<file path="src/rtl/stream_hub_arbiter_pkg.sv">
// Shared arbitration-mode constants, arbiter state encoding and an index-width helper
// for the stream hub.
package stream_hub_arbiter_pkg;

    localparam int MODE_RR   = 0;
    localparam int MODE_PRIO = 1;

    typedef enum logic {
        ARB  = 1'b0,
        LOCK = 1'b1
    } arb_state_e;

    // Index width that stays legal (>=1 bit) for single-entry ranges.
    function automatic int idx_w(input int n);
        return (n > 1) ? $clog2(n) : 1;
    endfunction

endpackage

</file>
<file path="src/rtl/stream_hub_arbiter_if.sv">
// Stream bundle between the process channels, the hub and the shared sink.
interface stream_hub_arbiter_if
    import stream_hub_arbiter_pkg::*;
#(
    parameter int N_CH  = 4,
    parameter int WIDTH = 32
);
    localparam int CW = idx_w(N_CH);

    logic [N_CH*WIDTH-1:0] in_data;
    logic [N_CH-1:0]       in_stb;
    logic [N_CH-1:0]       in_ack;
    logic [WIDTH-1:0]      out_data;
    logic [CW-1:0]         out_chan;
    logic                  out_stb;
    logic                  out_ack;

    modport slave  (input  in_data, in_stb, out_ack,
                    output in_ack, out_data, out_chan, out_stb);
    modport master (output in_data, in_stb, out_ack,
                    input  in_ack, out_data, out_chan, out_stb);
endinterface

</file>
<file path="src/rtl/stream_hub_fifo.sv">
// Small output FIFO with occupancy count; head word reads as zero while empty.
module stream_hub_fifo #(
    parameter int W     = 34,
    parameter int DEPTH = 4
) (
    input  logic                     clk,
    input  logic                     rst_n,
    input  logic                     push_i,
    input  logic                     pop_i,
    input  logic [W-1:0]             wdata_i,
    output logic [W-1:0]             rdata_o,
    output logic [$clog2(DEPTH):0]   count_o
);
    localparam int AW = $clog2(DEPTH);

    logic [W-1:0]  mem_q [DEPTH];
    logic [AW-1:0] wr_ptr_q, rd_ptr_q;
    logic [AW:0]   count_q;

    always_ff @(posedge clk) begin
        if (push_i) mem_q[wr_ptr_q] <= wdata_i;
    end

    always_ff @(posedge clk or negedge rst_n) begin
        if (!rst_n) begin
            wr_ptr_q <= '0;
            rd_ptr_q <= '0;
            count_q  <= '0;
        end else begin
            if (push_i) wr_ptr_q <= wr_ptr_q + 1'b1;
            if (pop_i)  rd_ptr_q <= rd_ptr_q + 1'b1;
            case ({push_i, pop_i})
                2'b10:   count_q <= count_q + 1'b1;
                2'b01:   count_q <= count_q - 1'b1;
                default: ;
            endcase
        end
    end

    assign rdata_o = (count_q != '0) ? mem_q[rd_ptr_q] : '0;
    assign count_o = count_q;

endmodule

</file>
<file path="src/rtl/stream_hub_arbiter.sv">
// N-channel stb/ack merge with round-robin or fixed-priority arbitration, burst lock and an
// output FIFO, plus a sticky maskable exception aggregator with first-cause capture.
module stream_hub_arbiter
    import stream_hub_arbiter_pkg::*;
#(
    parameter int N_CH  = 4,
    parameter int WIDTH = 32,
    parameter int DEPTH = 4,
    parameter int MODE  = MODE_RR,
    parameter int BURST = 1,
    parameter int N_EXC = 4
) (
    input  logic                     clk,
    input  logic                     rst_n,
    stream_hub_arbiter_if.slave      strm,
    input  logic [N_EXC-1:0]         exc_in_i,
    input  logic [N_EXC-1:0]         exc_mask_i,
    input  logic                     exc_clear_i,
    output logic                     exception_o,
    output logic [idx_w(N_EXC)-1:0]  exc_first_o,
    output logic                     exc_first_vld_o
);
    localparam int CW = idx_w(N_CH);
    localparam int EW = idx_w(N_EXC);
    localparam int AW = $clog2(DEPTH);
    localparam int BW = idx_w(BURST + 1);

    arb_state_e          state_q;
    logic [CW-1:0]       rr_q, lock_q, grant_idx;
    logic [BW-1:0]       burst_cnt_q;
    logic                active_q, grant_vld, full, push, pop;
    logic [AW:0]         fifo_count;
    logic [CW+WIDTH-1:0] fifo_rdata;
    logic [WIDTH-1:0]    ch_data [N_CH];

    function automatic logic [CW-1:0] next_ch(input logic [CW-1:0] c);
        return (c == CW'(N_CH - 1)) ? '0 : c + 1'b1;
    endfunction

    generate
        for (genvar gi = 0; gi < N_CH; gi++) begin : g_ch
            assign ch_data[gi] = strm.in_data[gi*WIDTH +: WIDTH];
        end
    endgenerate

    always_comb begin
        logic [CW-1:0] idx;
        idx       = '0;
        grant_idx = '0;
        grant_vld = 1'b0;
        if (state_q == LOCK) begin
            grant_idx = lock_q;
            grant_vld = strm.in_stb[lock_q];
        end else begin
            // Scanning downward lets the first requester at/after the start point win.
            for (int k = N_CH - 1; k >= 0; k--) begin
                idx = CW'((MODE == MODE_PRIO) ? k : (int'(rr_q) + k) % N_CH);
                if (strm.in_stb[idx]) begin
                    grant_idx = idx;
                    grant_vld = 1'b1;
                end
            end
        end
    end

    // active_q holds acks off while in reset and for the first cycle out of it.
    assign full = (fifo_count == (AW+1)'(DEPTH));
    assign push = active_q && !full && grant_vld;
    assign pop  = strm.out_stb && strm.out_ack;

    always_comb begin
        strm.in_ack = '0;
        if (push) strm.in_ack[grant_idx] = 1'b1;
    end

    always_ff @(posedge clk or negedge rst_n) begin
        if (!rst_n) begin
            state_q     <= ARB;
            rr_q        <= '0;
            lock_q      <= '0;
            burst_cnt_q <= '0;
            active_q    <= 1'b0;
        end else begin
            active_q <= 1'b1;
            case (state_q)
                ARB: begin
                    if (push) begin
                        if (BURST > 1) begin
                            state_q     <= LOCK;
                            lock_q      <= grant_idx;
                            burst_cnt_q <= BW'(1);
                        end else begin
                            rr_q <= next_ch(grant_idx);
                        end
                    end
                end
                LOCK: begin
                    if (!grant_vld || (push && burst_cnt_q == BW'(BURST - 1))) begin
                        state_q     <= ARB;
                        burst_cnt_q <= '0;
                        rr_q        <= next_ch(lock_q);
                    end else if (push) begin
                        burst_cnt_q <= burst_cnt_q + 1'b1;
                    end
                end
                default: state_q <= ARB;
            endcase
        end
    end

    stream_hub_fifo #(.W(CW + WIDTH), .DEPTH(DEPTH)) u_fifo (
        .clk     (clk),
        .rst_n   (rst_n),
        .push_i  (push),
        .pop_i   (pop),
        .wdata_i ({grant_idx, ch_data[grant_idx]}),
        .rdata_o (fifo_rdata),
        .count_o (fifo_count)
    );

    assign strm.out_stb  = (fifo_count != '0);
    assign strm.out_chan = fifo_rdata[CW+WIDTH-1 -: CW];
    assign strm.out_data = fifo_rdata[WIDTH-1:0];

    logic [N_EXC-1:0] exc_sticky_q, exc_sticky_d;
    logic [EW-1:0]    exc_first_q, exc_first_d, exc_lowest;
    logic             exc_first_vld_q, exc_first_vld_d, exception_q;

    always_comb begin
        exc_lowest = '0;
        for (int k = N_EXC - 1; k >= 0; k--) begin
            if (exc_in_i[k]) exc_lowest = EW'(k);
        end
        // New exceptions override a clear arriving in the same cycle.
        exc_sticky_d    = (exc_clear_i ? '0 : exc_sticky_q) | exc_in_i;
        exc_first_vld_d = exc_clear_i ? 1'b0 : exc_first_vld_q;
        exc_first_d     = exc_first_q;
        if (!exc_first_vld_d && (|exc_in_i)) begin
            exc_first_vld_d = 1'b1;
            exc_first_d     = exc_lowest;
        end
    end

    always_ff @(posedge clk or negedge rst_n) begin
        if (!rst_n) begin
            exc_sticky_q    <= '0;
            exc_first_q     <= '0;
            exc_first_vld_q <= 1'b0;
            exception_q     <= 1'b0;
        end else begin
            exc_sticky_q    <= exc_sticky_d;
            exc_first_q     <= exc_first_d;
            exc_first_vld_q <= exc_first_vld_d;
            exception_q     <= |(exc_sticky_d & ~exc_mask_i);
        end
    end

    assign exception_o     = exception_q;
    assign exc_first_o     = exc_first_q;
    assign exc_first_vld_o = exc_first_vld_q;

endmodule

</file>
<file path="src/flat_wrapper.sv">
// flat-port wrapper written by rule: the top's interface ports become plain ports
module stream_hub_arbiter_flat import stream_hub_arbiter_pkg::*;
#(
    parameter int N_CH  = 4,
    parameter int WIDTH = 32,
    parameter int DEPTH = 4,
    parameter int MODE  = MODE_RR,
    parameter int BURST = 1,
    parameter int N_EXC = 4
)
  (clk, rst_n, exc_in_i, exc_mask_i, exc_clear_i, exception_o, exc_first_o, exc_first_vld_o, strm_in_data, strm_in_stb, strm_out_ack, strm_in_ack, strm_out_data, strm_out_chan, strm_out_stb);
  stream_hub_arbiter_if #(.N_CH(N_CH), .WIDTH(WIDTH)) strm_i ();
  input  logic clk;
  input  logic rst_n;
  input  logic [N_EXC-1:0] exc_in_i;
  input  logic [N_EXC-1:0] exc_mask_i;
  input  logic exc_clear_i;
  output logic exception_o;
  output logic [idx_w(N_EXC)-1:0] exc_first_o;
  output logic exc_first_vld_o;
  input wire logic [$bits(strm_i.in_data)-1:0] strm_in_data;
  input wire logic [$bits(strm_i.in_stb)-1:0] strm_in_stb;
  input wire logic [$bits(strm_i.out_ack)-1:0] strm_out_ack;
  output wire logic [$bits(strm_i.in_ack)-1:0] strm_in_ack;
  output wire logic [$bits(strm_i.out_data)-1:0] strm_out_data;
  output wire logic [$bits(strm_i.out_chan)-1:0] strm_out_chan;
  output wire logic [$bits(strm_i.out_stb)-1:0] strm_out_stb;
  assign strm_i.in_data = strm_in_data;
  assign strm_i.in_stb = strm_in_stb;
  assign strm_i.out_ack = strm_out_ack;
  assign strm_in_ack = strm_i.in_ack;
  assign strm_out_data = strm_i.out_data;
  assign strm_out_chan = strm_i.out_chan;
  assign strm_out_stb = strm_i.out_stb;
  stream_hub_arbiter #(.N_CH(N_CH), .WIDTH(WIDTH), .DEPTH(DEPTH), .MODE(MODE), .BURST(BURST), .N_EXC(N_EXC)) u_core (.clk(clk), .rst_n(rst_n), .strm(strm_i), .exc_in_i(exc_in_i), .exc_mask_i(exc_mask_i), .exc_clear_i(exc_clear_i), .exception_o(exception_o), .exc_first_o(exc_first_o), .exc_first_vld_o(exc_first_vld_o));
endmodule
</file>
<file path="config.mk">
export PLATFORM = sky130hd
export DESIGN_NAME = stream_hub_arbiter_flat
export DESIGN_NICKNAME = d
export VERILOG_FILES = /design/src/rtl/stream_hub_arbiter_pkg.sv /design/src/rtl/stream_hub_arbiter_if.sv /design/src/rtl/stream_hub_fifo.sv /design/src/rtl/stream_hub_arbiter.sv /design/src/flat_wrapper.sv
export SDC_FILE = /design/constraint.sdc
export NUM_CORES = 1
export LEC_CHECK = 0
export BUFFER_PORTS_ARGS = -buffer_cell sky130_fd_sc_hd__buf_2
export CAP_MARGIN = 20
export CORE_MARGIN = 5
export CORE_UTILIZATION = 35
export DETAILED_ROUTE_END_ITERATION = 6
export PLACE_DENSITY = 0.63
export SLEW_MARGIN = 10
export SYNTH_ARGS = -nofsm -noshare
export SYNTH_HDL_FRONTEND = slang
export SYNTH_SLANG_ARGS = --single-unit
</file>
<file path="constraint.sdc">
create_clock -name clk -period 6.4 [get_ports clk]
set_clock_uncertainty 0.05 [all_clocks]
set_input_delay 0.64 -clock clk [delete_from_list [all_inputs] [get_ports clk]]
set_output_delay 0.64 -clock clk [all_outputs]
set_load 0.02 [all_outputs]
</file>
Yosys cells after proc, flatten, opt, wreduce, memory -nomap -nowiden
Memories as Yosys holds them, arrays and structs flattened.
Index checks and enable logic that the tools add are counted.
{"block": "word_totals", "register_bits": 20, "ram_bits": 136, "input_bits": 144, "n_memories": 1}
{"name": "u_core.u_fifo.mem_q", "words": 4, "word_bits": 34, "rd": 1, "rd_ports_with_merged_regs": 0, "wr": 1, "line": "stream_hub_fifo.sv:16", "source": "logic [W-1:0] mem_q [DEPTH];"}
{"block": "classes", "addsub": 10, "magnitude_cmp": 8, "n_eq_ne": 7, "n_mux": 46, "bitwise": 6, "n_reduce_logical": 17}
{"cell": "32-bit binary-select mux with 2-bit select", "n": 1}
{"cell": "32-bit two-way mux", "n": 2}
{"cell": "34-bit two-way mux", "n": 1}
{"cell": "2-bit two-way mux", "n": 13}
{"cell": "1-bit two-way mux", "n": 19}
{"cell": "2-bit by 3-bit less-than comparator with 1-bit output (second input constant)", "n": 6}
{"cell": "2-bit by 1-bit adder with 2-bit output (second input constant)", "n": 5}
{"cell": "1-bit binary-select mux with 2-bit select", "n": 5}
{"cell": "4-bit two-way mux", "n": 2}
{"cell": "4-bit OR reduction", "n": 2}
{"cell": "2-bit equality test (second input constant)", "n": 3}
{"cell": "1-bit logical AND", "n": 6}
{"cell": "3-bit case mux with 2 select lines", "n": 1}
{"cell": "2-bit adder (second input constant)", "n": 2}
{"cell": "4-bit bitwise AND", "n": 1}
{"cell": "4-bit inverter", "n": 1}
{"cell": "4-bit bitwise OR", "n": 1}
{"cell": "2-bit case mux with 2 select lines", "n": 1}
{"cell": "2-bit AND reduction", "n": 2}
{"cell": "2-bit nonzero test", "n": 2}
{"cell": "3-bit by 1-bit adder with 3-bit output (second input constant)", "n": 1}
{"cell": "3-bit equality test (second input constant)", "n": 1}
{"cell": "3-bit greater-or-equal comparator (second input constant)", "n": 1}
{"cell": "1-bit logical NOT", "n": 3}
{"cell": "other kinds (11)", "n": 12}

Longest topological paths before layout
{"block": "depth", "depth_word": 13, "mapped_depth": 10, "ltp_nobuf": 10}

By module
Synthesis repeated with hierarchy kept, for this count alone.
{"block": "hier_totals", "hier_cells": 435, "hier_area_um2": 7354.6}
{"mod": "stream_hub_fifo", "instances": 1, "cells_per_inst": 250, "area_per_inst_um2": 5532.8, "seq_area_each_um2": 4259.1}
{"mod": "stream_hub_arbiter", "instances": 1, "cells_per_inst": 185, "area_per_inst_um2": 1821.7, "seq_area_each_um2": 325.3}

Worst setup path after synthesis
Ideal clock, no wire load.
{"block": "synth_path", "kind": "input-to-output", "startpoint": "input strm_in_stb[0]", "endpoint": "output strm_in_ack[0]", "t_arrival_ns": 1.928, "required_ns": 5.710, "path_slack_ns": 3.782, "path_stages": 9, "cell_sequence": "nor2b_1 > a21oi_1 > nor2_1 > a211oi_1 > buf_4 > buf_4 > inv_2 > ha_1 > and2_1"}
{"block": "synth_between", "elab_chain_len": 12, "elab_cells_between_ends": 27}
{"element": "start: declaration", "line": "flat_wrapper.sv:22", "source": "input wire logic [$bits(strm_i.in_stb)-1:0] strm_in_stb;"}
{"element": "1-bit binary-select mux with 2-bit select", "line": "stream_hub_arbiter.sv:58", "source": "if (strm.in_stb[idx]) begin"}
{"element": "1-bit two-way mux (not written as such)", "line": "stream_hub_arbiter.sv:58"}
{"element": "2-bit two-way mux (3 in a row)", "line": "stream_hub_arbiter.sv:58"}
{"element": "2-bit two-way mux *", "line": "stream_hub_arbiter.sv:58"}
{"element": "2-bit two-way mux *", "line": "stream_hub_arbiter.sv:51", "source": "if (state_q == LOCK) begin"}
{"element": "named net u_core.grant_idx[0]", "line": "stream_hub_arbiter.sv:29", "source": "logic [CW-1:0] rr_q, lock_q, grant_idx;"}
{"element": "2-bit by 3-bit less-than comparator with 1-bit output (not written as such) or 2-bit by 1-bit greater-or-equal comparator with 1-bit output (tied branches)", "line": "stream_hub_arbiter.sv:73", "source": "if (push) strm.in_ack[grant_idx] = 1'b1;"}
{"element": "1-bit logical AND (not written as such)", "line": "stream_hub_arbiter.sv:73"}
{"element": "1-bit two-way mux (not written as such)", "line": "stream_hub_arbiter.sv:73"}
{"element": "1-bit demux with 2-bit select *"}
{"element": "4-bit two-way mux *", "line": "stream_hub_arbiter.sv:73"}
{"element": "end: declaration", "line": "flat_wrapper.sv:24", "source": "output wire logic [$bits(strm_i.in_ack)-1:0] strm_in_ack;"}
The timed path passes the listed nets; every way through them passes the cells marked *. The select of a mux whose other input is x is not followed.

Final worst setup path
{"block": "layout_path", "startpoint": "register u_core.rr_q[1]", "endpoint": "output strm_in_ack[0]"}
{"block": "layout_between", "elab_chain_len": 13, "elab_cells_between_ends": 28}
{"element": "start: declaration", "line": "stream_hub_arbiter.sv:29"}
{"element": "start signal: assignment", "line": "stream_hub_arbiter.sv:93", "source": "rr_q <= next_ch(grant_idx);"}
{"element": "start signal: assignment", "line": "stream_hub_arbiter.sv:101", "source": "rr_q <= next_ch(lock_q);"}
{"element": "2-bit adder", "line": "stream_hub_arbiter.sv:57", "source": "idx = CW'((MODE == MODE_PRIO) ? k : (int'(rr_q) + k) % N_CH);"}
{"element": "1-bit binary-select mux with 2-bit select", "line": "stream_hub_arbiter.sv:58"}
{"element": "1-bit two-way mux (not written as such)", "line": "stream_hub_arbiter.sv:58"}
{"element": "2-bit two-way mux (4 in a row)", "line": "stream_hub_arbiter.sv:58"}
{"element": "2-bit two-way mux", "line": "stream_hub_arbiter.sv:51"}
{"element": "2-bit by 3-bit less-than comparator with 1-bit output (not written as such) or 2-bit by 1-bit greater-or-equal comparator with 1-bit output (tied branches)", "line": "stream_hub_arbiter.sv:73"}
{"element": "1-bit logical AND (not written as such)", "line": "stream_hub_arbiter.sv:73"}
{"element": "1-bit two-way mux (not written as such)", "line": "stream_hub_arbiter.sv:73"}
{"element": "1-bit demux with 2-bit select"}
{"element": "4-bit two-way mux *", "line": "stream_hub_arbiter.sv:73"}
Mark *: on every way between the ends. The rest lies on a longest branch, timed or not. The select of a mux whose other input is x is not followed.

==> results.cfg <==
[global_routing]
grt_overflow = 0
grt_max_degree = 47
grt_pass1_vias = 4743
grt_pass1_wl_mm = 24.5
track_usage_pct = 13.2
grt_antenna_before_repair = 0

[final_layout]
seqCellArea_um2 = 4590
final_util_pct = 43.4
nets = 778
fillers = 1896
drive_gt1_share_pct = 41.6
diodes = 0
multi_input_area_um2 = 2480
final_cells = 912
area.growth.synth_to_final_pct = 23.3

[floorplanning]
pin_count = 187
die_h_um = 155
die_area_um2 = 23900
core_area_um2 = 20800
core.rowCount = 53
start_util_pct = 35.2
die_w_um = 155

[sta]
post-route-period-util_pct = 51.6
worst_pin_slew_ns = 1.03
setup_violations = 0
hold_viol = 0
rsz0062_at_grt = no
drv_slew = 0
max_freq_ghz = 0.303
maxSlewHeadroom_pct = 31.1
tns_ns = 0
layout_min_cycle_time_ns = 3.30

[route]
drt-initial-drc-count = 129
antenna_left = 0
vias = 4313
detail_route.vias_per_cell = 4.73
routedWlPerCell_um = 17.0
wl_mm = 15.5
first_pass_iters = 4
drc = 0

[outcome]
run_status = finished clean

[pwr]
cellPowerDensity_nw_per_um2 = 468
power_mw = 4.23
p_leak_nw = 3.67
ir_drop_mv = 0.292

[critical_path]
worstPathMaxFanout = 46
crit_path_end_kind = output port
criticalPathCategory = register to output port
required_ns = 5.71
arrival_ns = 2.61
critPathLaunchType = register

[clocking]
path_clk_slew_ns = 0.06
post_cts_buffers = 0
clock_latency_ns = 0.41
numCtsBuffers = 17
htreeDepth = 4
cts.sinks = 156
clock_path_buffers = 2
cts_tree = done
cts_resized = 0
hold_buffers = 0
clockRootBuffer = clkbuf_16

[placement]
dpl.hpwl_mm = 10.2
place.gp.congestion = 0.813
dp_cells = 880
port_buffers = 186

[logic_synthesis]
synth_largest_area_cell = edfxtp_1
syn_avg_cell_area_um2 = 16.7
ys_warn_count = 2
synthArstFlopShare_pct = 12.8
ys_seq_elements = 156
synth_cells = 439
synth.area.top_cells = edfxtp_1 56%, mux2i_1 13%, mux4_2 10%
syn_nets = 593
synth.most_common_cell = edfxtp_1
synth_top_cell_area_share_pct = 55.7
syn_area_um2 = 7330
synth_edf_count = 136
ys.flop_type = edfxtp_1
yosysSeqAreaShare_pct = 62.5
ys_types = 36
synth_common_cells = 136 x edfxtp_1, 96 x mux2i_1, 44 x and2_1

[run]
drv_cap = 0

[hold_path]
hold_path_class = input port to async pin
## state kept, by name (all words and copies together), names as in the netlist, 2 cells and up
name                    flops
u_core.exc_first_o          2
u_core.exc_sticky_q         4
u_core.rr_q                 2
u_core.u_fifo.count_o       3
u_core.u_fifo.mem_q       136
u_core.u_fifo.rd_ptr_q      2
u_core.u_fifo.wr_ptr_q      2
## final timing paths
path                                              from                         to  slack, ns  cells after the start
worst max-delay path                    u_core.rr_q[1]             strm_in_ack[0]       3.10                      7
worst min-delay path                             rst_n             u_core.state_q       0.13                      1
worst max register to register          u_core.rr_q[1]  u_core.u_fifo.mem_q[0][4]       3.55                      6
worst min register to register  u_core.exc_sticky_q[2]     u_core.exc_sticky_q[2]       0.43                      2
max in group asynchronous                        rst_n  u_core.u_fifo.rd_ptr_q[1]       5.81                      1
min in group clk                         exc_mask_i[3]         u_core.exception_o       0.40                      2
## final cells by class
class	instances	share of cell area [%]
clock buffer	22	5.62
timing repair buffer	191	10.8
sequential	156	50.7
clock inverter	10	0.803
tap	275	3.81
inverter	19	0.789
multi-input combinational	239	27.5
## power by group
part	switching [mW]	total (mW)	internal, mW
registers	0.113	1.59	1.48
clock network	0.393	0.962	0.570
logic	0.962	1.68	0.718
## layer usage
metal,vias up,part of all wire [%],routed length [um],track usage (%)
li1,2047,-,-,-
met1,2132,42,6500,16.6
met2,120,50,7780,22.1
met3,14,6.4,993,3.67
met4,0,1.2,189,4.42
met5,-,0,0,0
## cells in the final DEF (no fill, tap or decap), types with 2 or more instances in the layout
master and count:
inv_1 18, and2_1 40, mux4_2 34, clkinv_2 3, o21a_1 3, a21o_1 3, xnor2_1 3, xor2_1 3
ha_1 9, nand2_1 10, inv_6 4, o21ai_0 5, dfrtp_1 18, nor2_1 6, clkbuf_16 20, clkbuf_1 2
buf_4 4, dfrtp_2 2, a21oi_1 8, edfxtp_1 136, buf_2 186, and2_2 4, mux2i_1 96
## stage by stage
| step | setup WS, ns | cell area (um2) | hold slack, ns |
|---|---|---|---|
| 2_1_floorplan | 3.78 | 7330 | 0.294 |
| 3_3_place_gp | 2.99 | 8450 | 0.408 |
| 4_1_cts | 3.06 | 9040 | 0.122 |
| 6_report | 3.10 | 9040 | 0.131 |
| 5_1_grt | 2.88 | 9040 | 0.145 |
| 3_5_place_dp | 3.16 | 8460 | 0.418 |
## critical path: stages, from the launching register on
cell	delay [ns]
dfrtp_1	0.44
a21o_1	0.20
a21oi_1	0.21
o21a_4	0.70
inv_1	0.15
ha_1	0.22
and2_1	0.13
buf_2	0.15
## kinds of logic after synthesis
logic type / synth area share, %
XOR/XNOR: 0.717
AO/OA/AOI/OAI: 2.49
flip-flops: 62.5
multiplexers: 23.5
adder cells (fa/ha/maj): 1.81
buffers and inverters: 3.96
other: 0.0511
AND/OR/NAND/NOR: 4.90
(Power assumes the default switching activity.)
